--- src/rtl/cpu_stackctl_pkg.sv ---
// Shared constants for the CPU stack controller: FSM encodings,
// default geometry and the stack-pointer width helper.
package cpu_stackctl_pkg;

  // Default geometry: 2048 entries of 35 bits; host waits 4 cycles at most.
  localparam int DEPTH_LG_DEF = 11;
  localparam int WIDTH_DEF    = 35;
  localparam int STARVE_DEF   = 4;

  // Controller FSM encodings (kept as plain constants for legacy tools).
  localparam logic [1:0] ST_IDLE  = 2'd0;
  localparam logic [1:0] ST_FETCH = 2'd1;
  localparam logic [1:0] ST_RDATA = 2'd2;
  localparam logic [1:0] ST_HOST  = 2'd3;

  // The stack pointer counts 0..2**depth_lg inclusive, so it needs one extra bit.
  function automatic int sp_width(input int depth_lg);
    return depth_lg + 1;
  endfunction

endpackage

--- src/rtl/cpu_stackctl_arb.sv ---
// Host / writeback arbiter for the stack RAM. Writeback normally wins;
// the host wins when writeback is idle or once it has waited STARVE cycles.
module cpu_stack_arb
  import cpu_stackctl_pkg::*;
#(
  parameter int STARVE = STARVE_DEF
) (
  input  logic clk,
  input  logic rst_b,
  input  logic i_idle,
  input  logic i_wb_valid,
  input  logic i_host_req,
  output logic o_host_win
);

  localparam int CW = (STARVE < 1) ? 1 : $clog2(STARVE + 1);

  logic [CW-1:0] r_wait_cnt;
  logic          w_starved;

  assign w_starved = (r_wait_cnt >= CW'(STARVE));

  // Grant only from IDLE; gated by reset so no grant can leak while held in reset.
  assign o_host_win = rst_b & i_idle & i_host_req & (~i_wb_valid | w_starved);

  // Starvation counter: counts ungranted request cycles, saturates, clears on grant.
  always_ff @(posedge clk or negedge rst_b) begin
    if (!rst_b) begin
      r_wait_cnt <= '0;
    end else if (o_host_win) begin
      r_wait_cnt <= '0;
    end else if (i_host_req && !w_starved) begin
      r_wait_cnt <= r_wait_cnt + CW'(1);
    end else begin
      r_wait_cnt <= r_wait_cnt;
    end
  end

endmodule

--- src/rtl/cpu_stackctl.sv ---
// CPU stack controller: applies writeback pop/push ops to a RAM-backed
// stack, keeps the top-of-stack cached, refills it after pops, and shares
// the RAM port with a host through cpu_stack_arb.
module cpu_stackctl
  import cpu_stackctl_pkg::*;
#(
  parameter int DEPTH_LG = DEPTH_LG_DEF,
  parameter int WIDTH    = WIDTH_DEF,
  parameter int STARVE   = STARVE_DEF
) (
  input  logic                clk,
  input  logic                rst_b,
  // writeback op
  input  logic                wb_valid,
  input  logic                st__push_5a,
  input  logic [DEPTH_LG-1:0] st__to_pop_5a,
  input  logic [WIDTH-1:0]    st__to_push_5a,
  output logic                wb_stall,
  // host port
  input  logic                host_req,
  input  logic                host_we,
  input  logic [DEPTH_LG-1:0] host_addr,
  input  logic [WIDTH-1:0]    host_wdata,
  output logic                host_gnt,
  output logic [WIDTH-1:0]    host_rdata,
  output logic                host_rvalid,
  // stack RAM
  output logic                ram_en,
  output logic                ram_we,
  output logic [DEPTH_LG-1:0] ram_addr,
  output logic [WIDTH-1:0]    ram_wdata,
  input  logic [WIDTH-1:0]    ram_rdata,
  // stack status
  output logic [DEPTH_LG:0]   sp,
  output logic [WIDTH-1:0]    tos,
  output logic                tos_valid,
  output logic                err_underflow,
  output logic                err_overflow,
  input  logic                err_clr
);

  localparam int             SPW     = sp_width(DEPTH_LG);
  localparam logic [SPW-1:0] SP_FULL = {1'b1, {DEPTH_LG{1'b0}}};
  localparam logic [SPW-1:0] SP_ONE  = SPW'(1);

  logic [1:0]          r_state;
  logic [SPW-1:0]      r_sp;
  logic [WIDTH-1:0]    r_tos;
  logic                r_tos_valid;
  logic                r_err_uf;
  logic                r_err_of;
  logic                r_host_rd;

  logic                w_idle;
  logic                w_host_win;
  logic                w_accept;
  logic [SPW-1:0]      w_pop_ext;
  logic                w_under;
  logic [SPW-1:0]      w_base;
  logic                w_full;
  logic                w_push_ok;
  logic                w_ovf_ev;
  logic                w_unf_ev;
  logic                w_pop_only;
  logic [DEPTH_LG-1:0] w_sp_m1;
  logic                w_host_tos_hit;

  assign w_idle = (r_state == ST_IDLE);

  cpu_stack_arb #(
    .STARVE (STARVE)
  ) u_arb (
    .clk        (clk),
    .rst_b      (rst_b),
    .i_idle     (w_idle),
    .i_wb_valid (wb_valid),
    .i_host_req (host_req),
    .o_host_win (w_host_win)
  );

  // Writeback is held off outside IDLE and whenever the host takes the port.
  assign wb_stall = ~w_idle | w_host_win;
  assign host_gnt = w_host_win;
  assign w_accept = rst_b & wb_valid & ~wb_stall;

  // Pop first (clamped at empty), then an optional push on top of the base.
  assign w_pop_ext  = {1'b0, st__to_pop_5a};
  assign w_under    = (w_pop_ext > r_sp);
  assign w_base     = w_under ? '0 : (r_sp - w_pop_ext);
  assign w_full     = (w_base == SP_FULL);
  assign w_push_ok  = w_accept & st__push_5a & ~w_full;
  assign w_ovf_ev   = w_accept & st__push_5a & w_full;
  assign w_unf_ev   = w_accept & w_under;
  assign w_pop_only = w_accept & ~st__push_5a & (st__to_pop_5a != '0);

  assign w_sp_m1 = r_sp[DEPTH_LG-1:0] - DEPTH_LG'(1);

  // A host write that lands on the cached top entry must refresh the cache.
  assign w_host_tos_hit = w_host_win & host_we & r_tos_valid &
                          (r_sp != '0) & (host_addr == w_sp_m1);

  // RAM port mux: writeback push, host access, or the refill read in FETCH.
  always_comb begin
    ram_en    = 1'b0;
    ram_we    = 1'b0;
    ram_addr  = '0;
    ram_wdata = '0;
    if (w_push_ok) begin
      ram_en    = 1'b1;
      ram_we    = 1'b1;
      ram_addr  = w_base[DEPTH_LG-1:0];
      ram_wdata = st__to_push_5a;
    end else if (w_host_win) begin
      ram_en    = 1'b1;
      ram_we    = host_we;
      ram_addr  = host_addr;
      ram_wdata = host_wdata;
    end else if (r_state == ST_FETCH) begin
      ram_en    = 1'b1;
      ram_we    = 1'b0;
      ram_addr  = w_sp_m1;
      ram_wdata = '0;
    end else begin
      ram_en    = 1'b0;
    end
  end

  // Controller FSM: refill sequence after a pop, one-cycle host access slot.
  always_ff @(posedge clk or negedge rst_b) begin
    if (!rst_b) begin
      r_state <= ST_IDLE;
    end else begin
      case (r_state)
        ST_IDLE: begin
          if (w_host_win) begin
            r_state <= ST_HOST;
          end else if (w_pop_only && (w_base != '0)) begin
            r_state <= ST_FETCH;
          end else begin
            r_state <= ST_IDLE;
          end
        end
        ST_FETCH: r_state <= ST_RDATA;
        ST_RDATA: r_state <= ST_IDLE;
        ST_HOST:  r_state <= ST_IDLE;
        default:  r_state <= ST_IDLE;
      endcase
    end
  end

  // Stack pointer: a no-op leaves base == sp, an overflowing push leaves it full.
  always_ff @(posedge clk or negedge rst_b) begin
    if (!rst_b) begin
      r_sp <= '0;
    end else if (w_accept) begin
      r_sp <= w_push_ok ? (w_base + SP_ONE) : w_base;
    end else begin
      r_sp <= r_sp;
    end
  end

  // Top-of-stack cache: set by push, invalidated by pop, refilled in RDATA.
  always_ff @(posedge clk or negedge rst_b) begin
    if (!rst_b) begin
      r_tos       <= '0;
      r_tos_valid <= 1'b0;
    end else if (w_push_ok) begin
      r_tos       <= st__to_push_5a;
      r_tos_valid <= 1'b1;
    end else if (w_pop_only) begin
      r_tos       <= r_tos;
      r_tos_valid <= 1'b0;
    end else if (r_state == ST_RDATA) begin
      r_tos       <= ram_rdata;
      r_tos_valid <= 1'b1;
    end else if (w_host_tos_hit) begin
      r_tos       <= host_wdata;
      r_tos_valid <= r_tos_valid;
    end else begin
      r_tos       <= r_tos;
      r_tos_valid <= r_tos_valid;
    end
  end

  // Sticky error flags; a new event outranks a simultaneous clear.
  always_ff @(posedge clk or negedge rst_b) begin
    if (!rst_b) begin
      r_err_uf <= 1'b0;
      r_err_of <= 1'b0;
    end else begin
      r_err_uf <= w_unf_ev | (r_err_uf & ~err_clr);
      r_err_of <= w_ovf_ev | (r_err_of & ~err_clr);
    end
  end

  // Remember whether the granted host access was a read.
  always_ff @(posedge clk or negedge rst_b) begin
    if (!rst_b) begin
      r_host_rd <= 1'b0;
    end else if (w_host_win) begin
      r_host_rd <= ~host_we;
    end else begin
      r_host_rd <= r_host_rd;
    end
  end

  assign host_rvalid   = (r_state == ST_HOST) & r_host_rd;
  assign host_rdata    = host_rvalid ? ram_rdata : '0;

  assign sp            = r_sp;
  assign tos           = r_tos;
  assign tos_valid     = r_tos_valid;
  assign err_underflow = r_err_uf;
  assign err_overflow  = r_err_of;

endmodule

--- config.mk ---
export PLATFORM = sky130hd
export DESIGN_NAME = cpu_stackctl
export DESIGN_NICKNAME = d
export VERILOG_FILES = /design/src/rtl/cpu_stackctl_pkg.sv /design/src/rtl/cpu_stackctl_arb.sv /design/src/rtl/cpu_stackctl.sv
export SDC_FILE = /design/constraint.sdc
export NUM_CORES = 1
export LEC_CHECK = 0
export ABC_CLOCK_PERIOD_IN_PS = 16700
export BUFFER_PORTS_ARGS = -buffer_cell sky130_fd_sc_hd__clkbuf_2
export CORE_MARGIN = 2
export CORE_UTILIZATION = 45
export CTS_CLUSTER_SIZE = 40
export DETAILED_ROUTE_END_ITERATION = 7
export PLACE_DENSITY = 0.79
export SYNTH_ARGS = -nofsm -noshare
export SYNTH_HDL_FRONTEND = slang
export SYNTH_SLANG_ARGS = --single-unit
--- constraint.sdc ---
create_clock -name clk -period 16.7 [get_ports clk]
set_input_delay 5.01 -clock clk [delete_from_list [all_inputs] [get_ports clk]]
set_output_delay 5.01 -clock clk [all_outputs]
set_load 0.01 [all_outputs]
## Word-level counts from Yosys, hierarchy flattened

Cells that the tools add are included.

| word-level totals | value |
|---|---|
| register bits after elaboration | 56 |
| bits of input ports | 134 |
| word-level logic and storage cells | 86 |

| cells by class | value |
|---|---|
| muxes and demuxes | 25 |
| reductions and logical operators | 12 |
| bitwise logic cells | 29 |
| eq/ne operators | 6 |
| $add $sub $neg | 4 |
| magnitude comparators | 2 |

Operators by type and width:

| operator | count |
|---|---|
| $mux W35 | 7 |
| $mux W11 | 3 |
| $mux W12 | 2 |
| $reduce_bool A12 Y1 | 2 |
| $and A1 B1 Y1 | 18 |
| $add A12 B1 Y12 const B | 1 |
| $eq A12 B12 Y1 const B | 1 |
| $gt A11 B12 Y1 | 1 |
| $sub A12 B11 Y12 | 1 |
| $eq A11 B11 Y1 | 1 |
| $reduce_bool A11 Y1 | 1 |
| $sub A11 B1 Y11 const B | 1 |
| $mux W1 | 9 |
| $not A1 Y1 | 7 |
| $mux W3 | 2 |
| $pmux W2 S3 | 1 |
| $reduce_bool A3 Y1 | 2 |
| $eq A2 B2 Y1 const B | 2 |
| $or A1 B1 Y1 | 4 |
| $add A3 B1 Y3 const B | 1 |
| $ge A3 B3 Y1 const B | 1 |
| $eq A2 B1 Y1 const B | 1 |
| $logic_and A1 B1 Y1 | 2 |
| $logic_not A2 Y1 | 1 |
| other kinds (6) | 6 |

## Longest topological paths before layout

| depth | value |
|---|---|
| word-level depth | 13 |
| depth in mapped cells | 16 |

## Cells and area by module

Synthesis repeated with hierarchy kept, for this count alone.

| unflattened totals | value |
|---|---|
| cell total of the unflattened synthesis | 594 |
| area total of the unflattened synthesis | 5019.8 um^2 |

By module, submodules not included:

| module | cells an instance | times used | area each (um^2) |
|---|---|---|---|
| cpu_stackctl | 580 | 1 | 4865.9 |
| cpu_stack_arb | 14 | 1 | 153.9 |

## Worst setup path after synthesis

No wires, ideal clock.

| timing path | value |
|---|---|
| kind | input-to-output |
| start | in st__to_pop_5a[9] |
| end | out ram_addr[0] |
| stages on the path | 15 |
| path slack | 3.617 ns |
| buffers on the path | 3 |
| arrival | 8.073 ns |
| required time | 11.690 ns |
| cells stage by stage | inv_1 -> ha_1 -> buf_6 -> a21o_1 -> a211oi_2 -> and2_1 -> nor2_1 -> inv_1 -> ha_1 -> or3b_4 -> or4_1 -> buf_2 -> nand3_4 -> buf_4 -> o221ai_1 |

| on the way | value |
|---|---|
| word-level cells in the longest chain between the ends | 6 |

RTL lines:

| what | RTL line | source |
|---|---|---|
| from (decl) | cpu_stackctl.sv:16 | `input logic [DEPTH_LG-1:0] st__to_pop_5a,` |
| $sub A12 B11 Y12 or $gt A11 B12 Y1 (tied branches) | cpu_stackctl.sv:89, cpu_stackctl.sv:88 |  |
| $mux W12 * | cpu_stackctl.sv:89 | `assign w_base = w_under ? '0 : (r_sp - w_pop_ext);` |
| $eq A12 B12 Y1 | cpu_stackctl.sv:90 | `assign w_full = (w_base == SP_FULL);` |
| $not A1 Y1 | cpu_stackctl.sv:91 | `assign w_push_ok = w_accept & st__push_5a & ~w_full;` |
| $and A1 B1 Y1 | cpu_stackctl.sv:91 |  |
| $mux W11 * | cpu_stackctl.sv:108 | `if (w_push_ok) begin` |
| to (decl) | cpu_stackctl.sv:30 | `output logic [DEPTH_LG-1:0] ram_addr,` |

Every way passes the cells marked *; elsewhere a longest branch is shown, timed or not.

## Worst setup path in the final report

| timing path | value |
|---|---|
| start | in st__to_pop_5a[9] |
| end | out ram_addr[6] |

The elaborated chain is that of the path after synthesis.

==> results.sh <==
export IMPL_syn_inst=600
export IMPL_final_antenna_net_count=0
export IMPL_crit_type="in2out"
export IMPL_skew_ns=0.00753
export IMPL_gp_congestion=0.984
export IMPL_synth_edf_count=0
export IMPL_die_y_um=112
export IMPL_diodes=0
export IMPL_async_flop_share_pct=100
export IMPL_hold_viol=0
export IMPL_clock_fmax_mhz=71.9
export IMPL_crit_fanout=45
export IMPL_status="finished clean"
export IMPL_synth_area_top_cells="dfrtp_1 (27%), mux2_4 (8.6%), mux2i_1 (7.2%), a22o_1 (6.2%), nand2_1 (4.9%)"
export IMPL_clkSinkCount=56
export IMPL_cts_made_buffers=5
export IMPL_clk_latency_ns=0.29
export IMPL_detail_route_first_pass_iterations=6
export IMPL_grtUsageTotal_pct=27.1
export IMPL_yosys_area_top_type="dfrtp_1"
export IMPL_vias=5580
export IMPL_design_area_mm2=0.00674
export IMPL_cellPowerDensity_mw_per_mm2=160
export IMPL_overflow=0
export IMPL_worstMarginPinSlew_ns=1.06
export IMPL_antenna_found_initial=0
export IMPL_finalSetupTns_ns=0
export IMPL_placement_cell_area_mm2=0.00659
export IMPL_cap_viol_max_count=0
export IMPL_cp_arrival_ns=8.89
export IMPL_synth_area_mm2=0.00527
export IMPL_slew_headroom_pct=29.5
export IMPL_clockRootBuffer="clkbuf_16"
export IMPL_rsz0062_at_grt="false"
export IMPL_area_growth_pct=27.9
export IMPL_clkTransAtPathRegs_ns=0.07
export IMPL_cts_tree="built"
export IMPL_nNetsFinal=988
export IMPL_ys_warn_count=0
export IMPL_htreeDepth=2
export IMPL_slew_viol_final=0
export IMPL_worst_ep_required_time_ns=11.69
export IMPL_start_kind="input port"
export IMPL_die_area_mm2=0.0126
export IMPL_grt_pass1_wl_um=27600
export IMPL_fp_coreArea_mm2=0.0114
export IMPL_die_x_um=112
export IMPL_drive_gt1_share_pct=40.0
export IMPL_grt_max_degree=72
export IMPL_synth_fp_nets=750
export IMPL_cts_repair_resized=0
export IMPL_end_kind="output pin"
export IMPL_drt_iter0_markers=416
export IMPL_peakVddDrop_mv=0.111
export IMPL_ys_ff_latch=56
export IMPL_initial_core_util_pct=46.1
export IMPL_rows=39
export IMPL_hpwl_um=13900
export IMPL_port_buffers=269
export IMPL_grt_pass1_vias=5226
export IMPL_min_path_type="reg2reg"
export IMPL_cts_max_path_buffers=2
export IMPL_ys_seq_area_share_pct=26.6
export IMPL_io_pins=270
export IMPL_finalCritPeriodShare_pct=83.2
export IMPL_hold_buffers=0
export IMPL_ys_flop_type="dfrtp_1"
export IMPL_wirelength_um=17900
export IMPL_leakage_nw=3.41
export IMPL_drc=0
export IMPL_synth_cell_types=67
export IMPL_avgSynthCellArea_um2=8.78
export IMPL_finalSetupViolations=0
export IMPL_yosysTopAreaCellShare_pct=26.6
export IMPL_viasPerCell=5.68
export IMPL_post_drt_wl_per_cell_um=18.2
export IMPL_min_period_ns=13.90
export IMPL_cts_setup_buffers=0
export IMPL_fillers=1060
-- cells by family (layout without fill, tap and decap cells) --
family / count (synthesis) / count (layout) / share of synthesized area, %
muxes: 74 / 74 / 17.1
xor gates and xnor gates: 36 / 36 / 5.99
AOI/OAI and AO/OA: 153 / 153 / 20.4
adders and majority gates: 16 / 16 / 3.94
DFF: 56 / 56 / 26.6
and+or+nand+nor: 205 / 205 / 20.0
buffers and inverters: 60 / 299 / 6.03
-- layout make-up --
type	count	area, um^2	area share [%]
clock buffer	5	125	1.86
clock inverter	3	22.5	0.334
inverter	19	71.3	1.06
multi-input combinational	484	3570	53.0
sequential	56	1400	20.8
tap	143	179	2.66
timing repair buffer	272	1370	20.3
-- sequential cells by signal (all words and copies together), names as in the netlist --
name	flops
sp	12
tos_valid	1
err_overflow	1
tos	35
r_state	2
r_host_rd	1
err_underflow	1
u_arb.r_wait_cnt	3
-- per-stage QoR --
stage	setup WS, ns	utilization (%)	power (mW)	hold slack [ns]	std cells
2_1_floorplan	3.62	-	0.741	0.486	600
3_3_place_gp	2.78	57.7	0.964	0.504	974
3_5_place_dp	2.77	57.7	0.964	0.515	974
4_1_cts	2.76	59.0	1.08	0.531	982
5_1_grt	2.46	59.0	1.16	0.554	982
6_report	2.80	59.0	1.08	0.520	982
-- power breakdown --
part	switching (mW)	internal (mW)	leakage, nW
clock	0.0513	0.0563	0.0742
sequential	0.0674	0.200	0.687
combinational	0.391	0.315	2.65
total	0.510	0.572	3.41
-- final timing paths --
check	start	cells past startpoint	endpoint	slack, ns
max	st__to_pop_5a[9]	14	ram_addr[6]	2.80
min	r_host_rd	2	r_host_rd	0.52
max reg2reg	sp[9]	11	tos[30]	12.24
min reg2reg	r_host_rd	2	r_host_rd	0.52
max in group asynchronous	rst_b	2	tos[13]	11.33
min in group asynchronous	rst_b	2	sp[7]	4.86
-- Yosys cell counts (5+ instances only) --
cell type and n:
xnor2_1 18, and2_1 38, nor3_1 9, clkbuf_1 23, xor2_1 18, nand2_1 69, mux2_2 6, o221ai_1 6
nor2_1 36, buf_4 6, mux2_4 30, nor2b_1 5, and3_1 7, buf_2 5, a22o_1 37, nand3_1 6
dfrtp_1 56, a21o_1 5, mux2i_1 38, a21oi_1 16, ha_1 15, nor4_1 5, inv_1 19, o21ai_0 48
nand4_1 7
-- worst max-delay path: stages --
cell and delay (ns):
clkbuf_2 0.09, inv_1 0.04, ha_1 0.38, a21o_1 0.23
a211oi_2 0.39, and2_1 0.28, nor2_1 0.08, inv_1 0.12
ha_1 0.15, or3b_4 0.37, or4_1 0.68, nand3_4 0.63
o221ai_1 0.24, clkbuf_2 0.18
-- metal layers --
metal / vias to the layer above / global-route usage (%) / wire, um / part of all wire, %
li1: 2649 / - / - / -
met1: 2595 / 36.8 / 7390 / 41
met2: 302 / 45.2 / 8540 / 48
met3: 34 / 3.40 / 1410 / 7.9
met4: 0 / 8.70 / 531 / 3.0
met5: - / 0 / 0 / 0
-- layout by cell type, fill, tap and decap left out, types with 9 or more instances in the layout --
cell type / synthesis / final
ha_1: 15 / 15
mux2_4: 30 / 30
nand2_1: 69 / 69
a21oi_1: 16 / 16
dfrtp_1: 56 / 56
and2_1: 38 / 38
xor2_1: 18 / 18
nor2_1: 36 / 35
nor3_1: 9 / 9
clkbuf_2: 0 / 269
inv_1: 19 / 18
mux2i_1: 38 / 38
o21ai_0: 48 / 48
xnor2_1: 18 / 18
a22o_1: 37 / 37
No activity file was read; power rests on OpenSTA's default activity.
